===== src/rtl/config_mem_loader_pkg.sv =====
// rtl/config_mem_loader_pkg.sv - shared types, default sizes and burst bound check for the config loader
package config_mem_loader_pkg;

    typedef enum logic [1:0] {
        IDLE = 2'd0,
        LOAD = 2'd1,
        DONE = 2'd2
    } loader_state_t;

    localparam int DEFAULT_DATA_W    = 32;
    localparam int DEFAULT_NUM_WORDS = 38;

    // A burst is legal when it carries at least one word and its last word
    // lands inside the image. Evaluated on wide unsigned values so that
    // addr + len can never wrap and sneak past the check.
    function automatic logic burst_in_range(
        input int unsigned addr,
        input int unsigned len,
        input int unsigned num_words
    );
        return (len != 0) && ((addr + len) <= num_words);
    endfunction

endpackage


===== src/rtl/config_word_bank.sv =====
// rtl/config_word_bank.sv - configuration word storage with per-word written mask
module config_word_bank
    import config_mem_loader_pkg::*;
#(
    parameter int DATA_W    = DEFAULT_DATA_W,
    parameter int NUM_WORDS = DEFAULT_NUM_WORDS,
    parameter int ADDR_W    = $clog2(DEFAULT_NUM_WORDS)
) (
    input  logic                        clk,
    input  logic                        reset,
    input  logic                        wr_en,
    input  logic [ADDR_W-1:0]           wr_idx,
    input  logic [DATA_W-1:0]           wr_data,
    output logic [DATA_W*NUM_WORDS-1:0] image,
    output logic                        all_written
);

    logic [DATA_W-1:0]    words [NUM_WORDS];
    logic [NUM_WORDS-1:0] mask;
    logic [NUM_WORDS-1:0] mask_next;

    // Mask as it will look after this cycle's write, so the all-written flag
    // rises together with the final word becoming visible.
    always_comb begin
        mask_next = mask;
        for (int i = 0; i < NUM_WORDS; i++) begin
            if (wr_en && (wr_idx == ADDR_W'(i))) begin
                mask_next[i] = 1'b1;
            end
        end
    end

    // Word storage, mask and sticky all-written flag; reset wipes the whole image.
    always_ff @(posedge clk) begin
        if (reset) begin
            for (int i = 0; i < NUM_WORDS; i++) begin
                words[i] <= '0;
            end
            mask        <= '0;
            all_written <= 1'b0;
        end else begin
            for (int i = 0; i < NUM_WORDS; i++) begin
                if (wr_en && (wr_idx == ADDR_W'(i))) begin
                    words[i] <= wr_data;
                end
            end
            mask        <= mask_next;
            all_written <= &mask_next;
        end
    end

    for (genvar g = 0; g < NUM_WORDS; g++) begin : g_flatten
        assign image[g*DATA_W +: DATA_W] = words[g];
    end

endmodule


===== src/rtl/config_mem_loader.sv =====
// rtl/config_mem_loader.sv - burst-loaded configuration image (optional CONFIG_MEM_LOADER_PARITY_EN)
module config_mem_loader
    import config_mem_loader_pkg::*;
#(
    parameter  int DATA_W    = DEFAULT_DATA_W,
    parameter  int NUM_WORDS = DEFAULT_NUM_WORDS,
    localparam int ADDR_W    = $clog2(NUM_WORDS),
    localparam int LEN_W     = $clog2(NUM_WORDS + 1)
) (
    input  logic                        clk,
    input  logic                        reset,
    input  logic                        io_cmd_valid,
    output logic                        io_cmd_ready,
    input  logic [ADDR_W-1:0]           io_cmd_addr,
    input  logic [LEN_W-1:0]            io_cmd_len,
    input  logic                        io_d_valid,
    output logic                        io_d_ready,
    input  logic [DATA_W-1:0]           io_d_in,
`ifdef CONFIG_MEM_LOADER_PARITY_EN
    input  logic                        io_d_par,
`endif
    output logic                        io_busy,
    output logic                        io_done,
    output logic                        io_err,
    output logic [DATA_W*NUM_WORDS-1:0] io_configs_out,
    output logic                        io_configs_valid
);

    loader_state_t     state;
    loader_state_t     state_next;
    logic [ADDR_W-1:0] ptr;
    logic [LEN_W-1:0]  remaining;
    logic              cmd_ok;
    logic              cmd_accept;
    logic              cmd_reject;
    logic              d_hs;
    logic              word_wr;
    logic              err_q;
    logic              par_fail_q;

    assign cmd_ok     = burst_in_range(32'(io_cmd_addr), 32'(io_cmd_len), 32'(NUM_WORDS));
    assign cmd_accept = (state == IDLE) && io_cmd_valid && cmd_ok;
    assign cmd_reject = (state == IDLE) && io_cmd_valid && !cmd_ok;
    assign d_hs       = io_d_valid && io_d_ready;

`ifdef CONFIG_MEM_LOADER_PARITY_EN
    logic par_ok;
    assign par_ok  = ((^io_d_in) == io_d_par);
    assign word_wr = d_hs && par_ok;
`else
    assign word_wr = d_hs;
`endif

    // State register.
    always_ff @(posedge clk) begin
        if (reset) begin
            state <= IDLE;
        end else begin
            state <= state_next;
        end
    end

    // Next-state logic: a burst ends on the handshake that carries its last word.
    always_comb begin
        state_next = state;
        case (state)
            IDLE: begin
                if (cmd_accept) begin
                    state_next = LOAD;
                end
            end
            LOAD: begin
                if (d_hs && (remaining == LEN_W'(1))) begin
                    state_next = DONE;
                end
            end
            DONE: begin
                state_next = IDLE;
            end
            default: begin
                state_next = IDLE;
            end
        endcase
    end

    // Output decode; io_err merges the rejected-command pulse with a parity failure report at DONE.
    always_comb begin
        io_cmd_ready = 1'b0;
        io_d_ready   = 1'b0;
        io_busy      = 1'b0;
        io_done      = 1'b0;
        io_err       = err_q;
        case (state)
            IDLE: io_cmd_ready = 1'b1;
            LOAD: begin
                io_d_ready = 1'b1;
                io_busy    = 1'b1;
            end
            DONE: begin
                io_done = 1'b1;
                io_err  = err_q | par_fail_q;
            end
            default: begin
                io_cmd_ready = 1'b0;
            end
        endcase
    end

    // Burst pointer/counter, reject pulse and sticky parity-failure flag.
    always_ff @(posedge clk) begin
        if (reset) begin
            ptr        <= '0;
            remaining  <= '0;
            err_q      <= 1'b0;
            par_fail_q <= 1'b0;
        end else begin
            err_q <= cmd_reject;
            if (cmd_accept) begin
                ptr        <= io_cmd_addr;
                remaining  <= io_cmd_len;
                par_fail_q <= 1'b0;
            end else if (d_hs) begin
                ptr       <= ptr + ADDR_W'(1);
                remaining <= remaining - LEN_W'(1);
                if (!word_wr) begin
                    par_fail_q <= 1'b1;
                end
            end
        end
    end

    config_word_bank #(
        .DATA_W    (DATA_W),
        .NUM_WORDS (NUM_WORDS),
        .ADDR_W    (ADDR_W)
    ) u_bank (
        .clk         (clk),
        .reset       (reset),
        .wr_en       (word_wr),
        .wr_idx      (ptr),
        .wr_data     (io_d_in),
        .image       (io_configs_out),
        .all_written (io_configs_valid)
    );

endmodule


===== config.mk =====
export PLATFORM = sky130hd
export DESIGN_NAME = config_mem_loader
export DESIGN_NICKNAME = d
export VERILOG_FILES = /design/src/rtl/config_mem_loader_pkg.sv /design/src/rtl/config_word_bank.sv /design/src/rtl/config_mem_loader.sv
export SDC_FILE = /design/constraint.sdc
export NUM_CORES = 1
export LEC_CHECK = 0
export CORE_AREA = 5 5 497 499
export DETAILED_ROUTE_END_ITERATION = 8
export DIE_AREA = 0 0 502 504
export GPL_TIMING_DRIVEN = 0
export PLACE_DENSITY = 0.38
export SYNTH_ARGS = -nofsm -noshare
export SYNTH_HDL_FRONTEND = slang
export SYNTH_SLANG_ARGS = --single-unit

===== constraint.sdc =====
create_clock -name clk -period 2.9 [get_ports clk]
set_input_delay 0.435 -clock clk [delete_from_list [all_inputs] [get_ports clk]]
set_output_delay 0.435 -clock clk [all_outputs]
set_load 0.1 [all_outputs]

==> flow_summary.yaml <==
placed_design:
  post-dp-hpwl_um: 183000
  gp_congestion: 0.778
  dpl_cell_area_um2: 62700
  portBuffers: 1269
  placedCellCount: 7512
timing:
  fin_setup_tns_ns: -0.00511
  finalCriticalPeriod_ns: 2.90
  fin_crit_sh_pct: 100
  final-setup-viol-count: 4
  hold_viol_final: 0
  clock_skew_ns: 0.0370
  tightest_slew_ns: 1.30
  rsz0062_at_grt: "true"
  max_slew_margin_pct: 13.0
  clock.fmax_mhz: 345
  maxSlewViolCount: 0
  setup_slack_ns: -0.00270
power_and_ir_drop:
  leakage_nw: 23.9
  ir_drop_mv: 0.420
  power.density_nw_per_um2: 715
worst_setup_path:
  cp-end-kind: "flop"
  rrSetupSlack_ns: -0.003
  r2r-end: "u_bank.words[0][286]$_SDFFCE_PN0P_"
  cp-start-kind: "flop"
  crit_fanout: 26
  worstReg2RegStart: "state[0]$_SDFFE_PP0P_"
  cp.required_ns: 3.38
  worst-setup-path-type: "flop to flop"
  rr_worst_depth: 7
  crit_arrival_ns: 3.38
layout:
  drive_above_1_share_pct: 9.25
  regArea_um2: 37600
  syn2layout_area_growth_pct: 51.4
  num-nets-final: 4534
  final_common_cell: "edfxtp_1"
  multi_input_comb_area_um2: 6510
  n_fill_cell: 24700
  layout_common_cells: "edfxtp_1 (1216), clkdlybuf4s50_1 (1167), nor2_1 (1120), clkbuf_1 (219), clkbuf_16 (156)"
  final_cells: 7821
  finalInstanceArea_um2: 68000
clocking:
  htreeDepth: 4
  ctsRootBufferMaster: "clkbuf_16"
  cts_tree: "yes"
  cts_buffers: 154
  cts_buffer_depth: 3
  clkLatencyLatePin_ns: 0.81
  numClockSinks: 1270
  cts.hold.buffers_added: 0
  clkTransAtPathRegs_ns: 0.06
outcome:
  outcome: "finished, violations left"
  failed_checks: "setup timing"
worst_hold_path:
  hold_path.class: "input port to flop"
  holdPathStages: 3
  hold_start: "io_cmd_valid"
  min_to: "err_q$_SDFF_PP0_"
die:
  die-width_um: 502
  core-area_um2: 242000
  start_util_pct: 18.5
  dieArea_um2: 253000
  fp.dieH_um: 504
  ioPinCount: 1270
  rows: 181
grt:
  grt_pass1_vias: 30700
  grt_pass1_wl_um: 313000
  grt_util_all_layers_pct: 18.8
  grt_max_degree: 33
  grt_overflow: 0
  antenna_found_initial: 59
synthesis:
  ys.flop_type: "edfxtp_1"
  netlist_instances: 2997
  ys_ff_latch: 1270
  seq_area_frac_synth_pct: 83.7
  ys_async_sr_fraction_pct: 0
  yosys_warnings: 0
  synth_area_um2: 44900
  synth-edff-count: 1216
  synth_fp_nets: 3058
  synth.avg_cell_area_um2: 15.0
  synth_cell_types: 52
run:
  maxCapViolations: 0
detailed_routing:
  wl_um: 246000
  ant_nets: 0
  dr.pass1.iters: 7
  drc: 0
  vias_per_cell: 3.90
  wl_per_cell_um: 31.4
  route.vias.total: 30500
  drt_iter0_drc: 2242
-- worst max-delay path, stage by stage, from the launching register on --
cell	delay [ns]
dfxtp_1	0.40
buf_4	0.25
and2b_1	0.31
and2_1	0.17
clkbuf_1	0.31
nand3_1	0.49
nand2b_2	0.40
buf_12	0.25
-- worst max path at each step --
stage / start / endpoint / slack, ns / depth (start not counted)
detailed placement: reset / u_bank.words[0][1187]$_DFFE_PP_ / -1.60 / 6
CTS: ptr[0]$_SDFFE_PP0P_ / u_bank.all_written$_SDFF_PP0_ / -0.16 / 9
global placement: io_d_valid / u_bank.words[0][1007]$_SDFFCE_PN0P_ / -2.78 / 6
global route: state[0]$_SDFFE_PP0P_ / u_bank.words[0][499]$_SDFFCE_PN0P_ / -0.18 / 7
floorplan: state[0]$_SDFFE_PP0P_ / ptr[0]$_SDFFE_PP0P_ / 0.09 / 8
finish: state[0]$_SDFFE_PP0P_ / u_bank.words[0][286]$_SDFFCE_PN0P_ / -0.003 / 7
-- report_power, final --
part	switching, W	total [W]	internal (W)	leakage, nW
Sequential	0.000230	0.0210	0.0208	12.9
Combinational	0.00734	0.00884	0.00150	8.66
Clock	0.00828	0.0188	0.0105	2.36
-- metal layers --
layer / GRT usage [%] / share of wire [%]
met2: 31.1 / 48
met1: 22.3 / 39
met4: 6.46 / 3.6
met3: 7.04 / 9.6
met5: 0 / 0.065
-- final cells by class --
cell class / count / area share [%]
clock buffers: 195 / 5.99
multi-input cells: 1417 / 9.58
repair buffers: 1324 / 20.2
clock inverters: 85 / 1.11
inverters: 51 / 0.282
well taps: 3202 / 5.89
diodes: 22 / 0.0810
flip-flops and latches: 1270 / 55.3
plain buffers: 255 / 1.60
-- registers in the layout, summed over array words and instances, names as in the netlist --
register / count
err_q: 1
u_bank.all_written: 1
ptr: 6
remaining: 6
state: 2
u_bank.words: 1216
u_bank.mask: 38
-- cell usage after synthesis (2+ instances only) --
cell type / n / area share [%]
edfxtp_1: 1216 / 81
xnor2_1: 4 / 0.078
nand2b_1: 69 / 0.96
nor4_1: 7 / 0.098
clkbuf_1: 247 / 2.1
nand3_1: 16 / 0.18
nor3b_1: 2 / 0.033
nor3_2: 3 / 0.067
nor2_1: 1123 / 9.4
a21o_1: 5 / 0.084
xor2_1: 4 / 0.078
dfxtp_1: 54 / 2.4
and3_1: 2 / 0.028
a2111oi_0: 2 / 0.039
buf_2: 8 / 0.089
o21ai_0: 5 / 0.056
inv_1: 51 / 0.43
a211oi_1: 8 / 0.13
a311oi_1: 2 / 0.039
o21a_1: 2 / 0.033
o21ai_1: 2 / 0.022
nand4_2: 2 / 0.056
nor3_1: 20 / 0.22
and2_1: 6 / 0.084
nand2_1: 36 / 0.30
buf_4: 5 / 0.084
a21oi_1: 39 / 0.43
a31oi_1: 3 / 0.042
ha_1: 12 / 0.33
and2b_1: 2 / 0.033
a22oi_1: 4 / 0.067
nand4_1: 8 / 0.11
nor2b_1: 9 / 0.13
-- logic make-up after synthesis --
group	count (synthesis)	share of synthesized area, %
AO/OA/AOI/OAI	75	1.00
buffers and inverters	313	2.70
XOR/XNOR	8	0.156
adder cells (fa/ha/maj)	13	0.379
AND/OR/NAND/NOR	1318	12.0
flip-flops	1270	83.7
-- through the flow --
step           setup WS (ns)  hold slack, ns  utilization [%]  power, W
4_1_cts               -0.157           0.137             28.0    0.0493
6_report            -0.00270           0.242             28.1    0.0486
3_5_place_dp           -1.60           0.438             25.9    0.0303
2_1_floorplan         0.0896           0.421                -    0.0273
3_3_place_gp           -2.78           0.436             25.5    0.0302
5_1_grt               -0.178           0.188             28.1    0.0502
-- what timing repair did --
action                                   CTS  global route
pin swaps                                  1             0
setup buffers                              9             2
resized for setup                        192            30
gates cloned                               3             0
endpoints found under the setup margin  1598           427
(Power assumes the default switching activity.)
